File: src/rtl/mem_port_arbiter.sv
// Shares one single-ported memory between instruction fetch and data access.
// Optional fetch starvation guard is enabled by defining ARB_STARVE_GUARD_EN.
module mem_port_arbiter #(
   parameter int ADDR_W       = 32,
   parameter int DATA_W       = 32,
   parameter int MEM_LATENCY  = 2,
   parameter int STARVE_LIMIT = 4
) (
   input  logic              clk,
   input  logic              rst,
   input  logic              if_req,
   input  logic [ADDR_W-1:0] if_addr,
   output logic [DATA_W-1:0] if_rdata,
   output logic              if_ack,
   output logic              if_stall,
   input  logic              dm_req,
   input  logic              dm_we,
   input  logic [ADDR_W-1:0] dm_addr,
   input  logic [DATA_W-1:0] dm_wdata,
   output logic [DATA_W-1:0] dm_rdata,
   output logic              dm_ack,
   output logic              dm_stall,
   output logic              mem_en,
   output logic              mem_we,
   output logic [ADDR_W-1:0] mem_addr,
   output logic [DATA_W-1:0] mem_wdata,
   input  logic [DATA_W-1:0] mem_rdata
);

   localparam int CNT_W = (MEM_LATENCY > 1) ? $clog2(MEM_LATENCY) : 1;

   if (MEM_LATENCY < 1 || STARVE_LIMIT < 1) begin : g_bad_params
      $error("mem_port_arbiter: MEM_LATENCY and STARVE_LIMIT must be >= 1");
   end

   typedef enum logic [1:0] {IDLE, ACCESS, RESP} state_t;

   state_t              state_q, state_d;
   logic [CNT_W-1:0]    lat_cnt_q, lat_cnt_d;
   logic                owner_if_q, owner_if_d;
   logic                mem_en_q, mem_en_d;
   logic                mem_we_q, mem_we_d;
   logic [ADDR_W-1:0]   mem_addr_q, mem_addr_d;
   logic [DATA_W-1:0]   mem_wdata_q, mem_wdata_d;
   logic                if_ack_q, if_ack_d;
   logic                dm_ack_q, dm_ack_d;
   logic [DATA_W-1:0]   if_rdata_q, if_rdata_d;
   logic [DATA_W-1:0]   dm_rdata_q, dm_rdata_d;

   logic fetch_force;
   logic grant_if;
   logic grant_dm;

   // Data normally wins: it belongs to the older instruction in the pipeline.
   assign grant_if = if_req && (!dm_req || fetch_force);
   assign grant_dm = dm_req && !grant_if;

`ifdef ARB_STARVE_GUARD_EN
   localparam int SC_W = $clog2(STARVE_LIMIT + 1);

   logic [SC_W-1:0] starve_cnt_q, starve_cnt_d;

   assign fetch_force = if_req && (starve_cnt_q >= SC_W'(STARVE_LIMIT));

   always_comb begin
      starve_cnt_d = starve_cnt_q;
      if (state_q == IDLE) begin
         if (grant_if) begin
            starve_cnt_d = '0;
         end else if (grant_dm && if_req && (starve_cnt_q < SC_W'(STARVE_LIMIT))) begin
            starve_cnt_d = starve_cnt_q + SC_W'(1);
         end
      end
   end
`else
   assign fetch_force = 1'b0;
`endif

   always_comb begin
      state_d     = state_q;
      lat_cnt_d   = lat_cnt_q;
      owner_if_d  = owner_if_q;
      mem_en_d    = mem_en_q;
      mem_we_d    = mem_we_q;
      mem_addr_d  = mem_addr_q;
      mem_wdata_d = mem_wdata_q;
      if_ack_d    = 1'b0;
      dm_ack_d    = 1'b0;
      if_rdata_d  = if_rdata_q;
      dm_rdata_d  = dm_rdata_q;

      case (state_q)
         IDLE: begin
            if (grant_if || grant_dm) begin
               state_d     = ACCESS;
               owner_if_d  = grant_if;
               lat_cnt_d   = CNT_W'(MEM_LATENCY - 1);
               mem_en_d    = 1'b1;
               mem_we_d    = grant_dm && dm_we;
               mem_addr_d  = grant_if ? if_addr : dm_addr;
               mem_wdata_d = grant_dm ? dm_wdata : '0;
            end
         end
         ACCESS: begin
            if (lat_cnt_q == '0) begin
               if (!mem_we_q) begin
                  if (owner_if_q) begin
                     if_rdata_d = mem_rdata;
                  end else begin
                     dm_rdata_d = mem_rdata;
                  end
               end
               // Memory-side outputs return to zero as the access ends.
               state_d     = RESP;
               mem_en_d    = 1'b0;
               mem_we_d    = 1'b0;
               mem_addr_d  = '0;
               mem_wdata_d = '0;
               if_ack_d    = owner_if_q;
               dm_ack_d    = !owner_if_q;
            end else begin
               lat_cnt_d = lat_cnt_q - CNT_W'(1);
            end
         end
         RESP: begin
            state_d = IDLE;
         end
         default: begin
            state_d = IDLE;
         end
      endcase
   end

   always_ff @(posedge clk) begin
      if (rst) begin
         state_q     <= IDLE;
         lat_cnt_q   <= '0;
         owner_if_q  <= 1'b0;
         mem_en_q    <= 1'b0;
         mem_we_q    <= 1'b0;
         mem_addr_q  <= '0;
         mem_wdata_q <= '0;
         if_ack_q    <= 1'b0;
         dm_ack_q    <= 1'b0;
         if_rdata_q  <= '0;
         dm_rdata_q  <= '0;
`ifdef ARB_STARVE_GUARD_EN
         starve_cnt_q <= '0;
`endif
      end else begin
         state_q     <= state_d;
         lat_cnt_q   <= lat_cnt_d;
         owner_if_q  <= owner_if_d;
         mem_en_q    <= mem_en_d;
         mem_we_q    <= mem_we_d;
         mem_addr_q  <= mem_addr_d;
         mem_wdata_q <= mem_wdata_d;
         if_ack_q    <= if_ack_d;
         dm_ack_q    <= dm_ack_d;
         if_rdata_q  <= if_rdata_d;
         dm_rdata_q  <= dm_rdata_d;
`ifdef ARB_STARVE_GUARD_EN
         starve_cnt_q <= starve_cnt_d;
`endif
      end
   end

   assign mem_en    = mem_en_q;
   assign mem_we    = mem_we_q;
   assign mem_addr  = mem_addr_q;
   assign mem_wdata = mem_wdata_q;
   assign if_ack    = if_ack_q;
   assign dm_ack    = dm_ack_q;
   assign if_rdata  = if_rdata_q;
   assign dm_rdata  = dm_rdata_q;
   assign if_stall  = if_req & ~if_ack_q;
   assign dm_stall  = dm_req & ~dm_ack_q;

endmodule

File: config.mk
export PLATFORM = sky130hd
export DESIGN_NAME = mem_port_arbiter
export DESIGN_NICKNAME = d
export VERILOG_FILES = /design/src/rtl/mem_port_arbiter.sv
export SDC_FILE = /design/constraint.sdc
export NUM_CORES = 1
export LEC_CHECK = 0
export CORE_MARGIN = 2
export CORE_UTILIZATION = 45
export CTS_CLUSTER_SIZE = 14
export DETAILED_ROUTE_END_ITERATION = 8
export PLACE_DENSITY = 0.95
export SYNTH_ARGS = -nofsm -noshare
export SYNTH_HDL_FRONTEND = slang
export SYNTH_SLANG_ARGS = --single-unit
File: constraint.sdc
create_clock -name clk -period 3.1 [get_ports clk]
set_clock_uncertainty 0.15 [all_clocks]
set_input_delay 0.62 -clock clk [delete_from_list [all_inputs] [get_ports clk]]
set_output_delay 0.62 -clock clk [all_outputs]
set_load 0.005 [all_outputs]
# --- Word level (Yosys, flattened, before mapping) ---
# Cells that the tools add are included.
word_totals:
  reg_bits: 136
  in_bits: 133
  output_inout_bits: 134
  elab_cells: 56
classes:
  addsub: 1
  n_eq_ne: 3
  n_mux: 17
  bitwise: 8
  n_reduce_logical: 16
ops:
  columns: ["cell", "n"]
  rows:
  - ["two-way mux 32 bit", 5]
  - ["case mux 32 bit (2 select lines)", 2]
  - ["AND reduction 4 bit", 2]
  - ["inverter 1 bit", 6]
  - ["case mux 1 bit (2 select lines)", 3]
  - ["AND reduction 2 bit", 3]
  - ["two-way mux 1 bit", 4]
  - ["two-way mux 2 bit", 2]
  - ["!= test 2 bit (second input constant)", 2]
  - ["case mux 2 bit (2 select lines)", 1]
  - ["logical AND 1 bit", 3]
  - ["zero test 1 bit", 3]
  - ["AND reduction 3 bit", 1]
  - ["OR reduction 3 bit", 1]
  - ["AND 1 bit", 2]
  - ["== test 2 x 1 -> 1 bit (second input constant)", 1]
  - ["zero test 2 bit", 1]
  - ["nonzero test 2 bit", 1]
  - ["logical OR 1 bit", 1]
  - ["subtractor 1 bit (second input constant)", 1]

# --- Logic depth before layout (Yosys ltp) ---
depth:
  word_depth: 7
  ltp_mapped: 7
  depth_no_buf: 3

# --- Worst setup path after synthesis ---
# Ideal clock, no wire load.
synth_path:
  kind: "input -> output"
  from: "input dm_req"
  to: "output dm_stall"
  arrival_time_ns: 1.331
  t_required_ns: 2.330
  path_slack_ns: 0.999
  path_stages: 3
  path_buffers: 2
  cell_sequence: "clkbuf_1 > buf_1 > nor2b_1"
synth_between:
  elab_chain_len: 1
synth_rtl:
  columns: ["element", "line", "rtl"]
  rows:
  - ["from (decl)", "16", "input logic dm_req,"]
  - ["AND 1 bit", "177", "assign dm_stall = dm_req & ~dm_ack_q;"]
  - ["to (decl)", "22", "output logic dm_stall,"]
# No other way between the ends.

# --- Worst setup path in the final report ---
layout_path:
  from: "input if_req"
  to: "output if_stall"
layout_between:
  elab_chain_len: 1
layout_rtl:
  columns: ["element", "line", "rtl"]
  rows:
  - ["from (decl)", "11", "input logic if_req,"]
  - ["AND 1 bit", "176", "assign if_stall = if_req & ~if_ack_q;"]
  - ["to (decl)", "15", "output logic if_stall,"]
# No other way between the ends.

==> impl_metrics.env <==
export IMPL_status="finished, final reports clean"
export IMPL_io_buffers=266
export IMPL_cts_hold_buf=0
export IMPL_syn_num_nets=713
export IMPL_wl_per_cell_um=16.3
export IMPL_ir_drop_uv=348
export IMPL_synthTopCellsByArea="dfxtp_1 47%, nand2b_1 14%, mux2i_1 11%"
export IMPL_cts_max_path_buffers=2
export IMPL_timing_critical_path_mode_cell="clkdlybuf4s50_1"
export IMPL_die_w_um=117
export IMPL_grt_usage_pct=23.5
export IMPL_layout_drive_gt1_share_pct=6.81
export IMPL_grt_overflow=0
export IMPL_worstMarginPinSlew_ns=0.832
export IMPL_cts_root_buf="clkbuf_16"
export IMPL_max_cap_viol_count=0
export IMPL_fmax_mhz=362
export IMPL_cts_max_level=4
export IMPL_antenna_found_initial=0
export IMPL_cts_resized=0
export IMPL_whs_endpoint="mem_addr[28]$_SDFFE_PP0P_"
export IMPL_p_leak_nw=3.39
export IMPL_core_area_um2=12600
export IMPL_tns_ns=0
export IMPL_powerDensity_nw_per_um2=510
export IMPL_hold_path_depth=1
export IMPL_drtAntennaViolNets=0
export IMPL_ys_warnings_count=0
export IMPL_numPlacedInstances=978
export IMPL_rsz0062_at_grt="false"
export IMPL_crit_path_end_kind="output port"
export IMPL_r2r_start="state_q[1]$_SDFFE_PP0P_"
export IMPL_r2r_cells=4
export IMPL_post_route_period_util_pct=89.2
export IMPL_die_y_um=117
export IMPL_reg2reg_setup_slack_ns=1.05
export IMPL_critPathArrivalTime_ns=1.99
export IMPL_fin_crit_ns=2.76
export IMPL_drcViolationCount=0
export IMPL_grt_pass1_vias=4926
export IMPL_synth_commonest_cells="136 x dfxtp_1, 129 x nand2b_1, 64 x mux2i_1, 40 x nand2_1, 35 x a21oi_1"
export IMPL_hpwlAfterDp_um=11700
export IMPL_io_pins=267
export IMPL_max_stage_delay_ns=0.66
export IMPL_drt_total_wl_um=16400
export IMPL_ys_types=33
export IMPL_n_antenna_cell=0
export IMPL_drt_first_iter_violations=379
export IMPL_synth_most_common_cell="dfxtp_1"
export IMPL_path_cells="clkdlybuf4s50_1, nor2b_1, clkdlybuf4s50_1"
export IMPL_hold_start="mem_addr[28]$_SDFFE_PP0P_"
export IMPL_power_total_mw=4.58
export IMPL_r2r_end="mem_wdata[16]$_SDFFE_PP0P_"
export IMPL_setup_violations_final=0
export IMPL_synth_top_area_cell="dfxtp_1"
export IMPL_clk_latency_ns=0.40
export IMPL_cts_sinks=136
export IMPL_hold_viol=0
export IMPL_seq_area_frac_synth_pct=47.3
export IMPL_finalMaxSlewViolations=0
export IMPL_syn_inst=580
export IMPL_cp_max_fo=8
export IMPL_cts_tree="yes"
export IMPL_slowest_stage="clkdlybuf4s50_1"
export IMPL_synth_edf_count=0
export IMPL_cp_start_kind="input pin"
export IMPL_nNetsFinal=958
export IMPL_synthArstFlopShare_pct=0
export IMPL_synth_main_ff_cell="dfxtp_1"
export IMPL_avgSynthCellArea_um2=9.92
export IMPL_post_cts_buffers=0
export IMPL_hp_class="flip-flop to flip-flop"
export IMPL_final_cell_count_no_fill=1009
export IMPL_path_class="input pin to output port"
export IMPL_via_per_inst=5.04
export IMPL_place_gp_congestion=0.821
export IMPL_yosysTopAreaCellShare_pct=47.3
export IMPL_drt_pre_antenna_iters=5
export IMPL_ys_ff_latch=136
export IMPL_initial_utilization_pct=45.8
export IMPL_cp_data_required_time_ns=2.33
export IMPL_syn_area_um2=5760
export IMPL_area_growth_pct=56.2
export IMPL_cts_buffers=17
export IMPL_slew_headroom_pct=44.4
export IMPL_grt_max_degree=66
export IMPL_dr_total_vias=5086
export IMPL_grt_first_pass_wirelength_um=25000
export IMPL_rows=41
export IMPL_path_clk_slew_ns=0.05
export IMPL_die_area_um2=13700
worst max path at each step:
stage	from	to	slack, ns	depth (start not counted)
floorplan	dm_req	dm_stall	1.0	3
global placement	if_req	mem_wdata[17]$_SDFFE_PP0P_	0.37	5
detailed placement	if_req	mem_wdata[16]$_SDFFE_PP0P_	0.35	5
CTS	if_req	if_stall	0.35	3
global route	if_req	if_stall	0.29	3
finish	if_req	if_stall	0.34	3
routing by layer:
metal	vias up	part of all wire, %	global-route usage (%)
met5	-	0	0
met4	0	2.8	10.9
met3	34	7.7	8.24
met2	186	51	40.8
met1	2354	39	25.8
li1	2512	-	-
registers in the layout, indices dropped and copies added, names as in the netlist:
name,flops
dm_rdata,32
mem_wdata,32
mem_we,1
if_ack,1
state_q,2
lat_cnt_q,1
mem_addr,32
owner_if_q,1
dm_ack,1
mem_en,1
if_rdata,32
cells by family after synthesis:
family | after synthesis | synth area share [%]
simple gates | 189 | 19.1
compound gates | 138 | 17.1
mux | 64 | 11.1
buf+inv | 53 | 5.37
flops | 136 | 47.3
layout make-up:
cell class / count / area (um2)
Sequential cell: 136 / 2720
Multi-Input combinational cell: 391 / 2740
Tap cell: 172 / 215
Clock inverter: 7 / 42.5
Timing Repair Buffer: 279 / 2760
Clock buffer: 24 / 512
Fill cell: 909 / 3580
where the power goes:
part / internal [mW] / switching [mW] / total, mW / leakage, nW
Sequential: 1.86 / 0.0704 / 1.93 / 1.11
Combinational: 0.485 / 0.319 / 0.804 / 2.02
Clock: 1.14 / 0.706 / 1.84 / 0.270
Total: 3.49 / 1.09 / 4.58 / 3.39
layout by cell type (no fill, tap or decap), types with 2 or more instances in the layout:
master | synthesis | routed
nor3_1 | 3 | 2
clkdlybuf4s50_1 | 0 | 264
clkinvlp_4 | 0 | 3
nand2_1 | 40 | 40
o2bb2ai_1 | 12 | 12
a31o_1 | 30 | 30
a21oi_1 | 35 | 35
clkinv_2 | 0 | 4
or3_1 | 2 | 2
a31o_2 | 3 | 3
a22o_1 | 20 | 20
nor2b_1 | 4 | 4
a22oi_1 | 12 | 12
buf_4 | 5 | 12
o21ai_0 | 21 | 21
nor2_1 | 3 | 3
clkbuf_16 | 0 | 17
mux2i_1 | 64 | 64
dfxtp_1 | 136 | 136
nand2b_1 | 129 | 129
clkbuf_8 | 0 | 6
a21oi_2 | 2 | 2
buf_2 | 4 | 2
stage by stage:
stage | utilization, % | cell area, um2 | hold slack (ns) | setup WS [ns]
2_1_floorplan | - | 5760 | 0.306 | 0.999
3_3_place_gp | 67.1 | 8440 | 0.295 | 0.365
3_5_place_dp | 67.1 | 8440 | 0.299 | 0.353
4_1_cts | 71.5 | 8990 | 0.315 | 0.347
5_1_grt | 71.5 | 8990 | 0.330 | 0.287
6_report | 71.5 | 8990 | 0.311 | 0.336
critical path, delay by kind of cell:
kind	cells	cell delay, ns
buf+inv	2	1.18
simple gates	1	0.20
(Power assumes the default switching activity.)
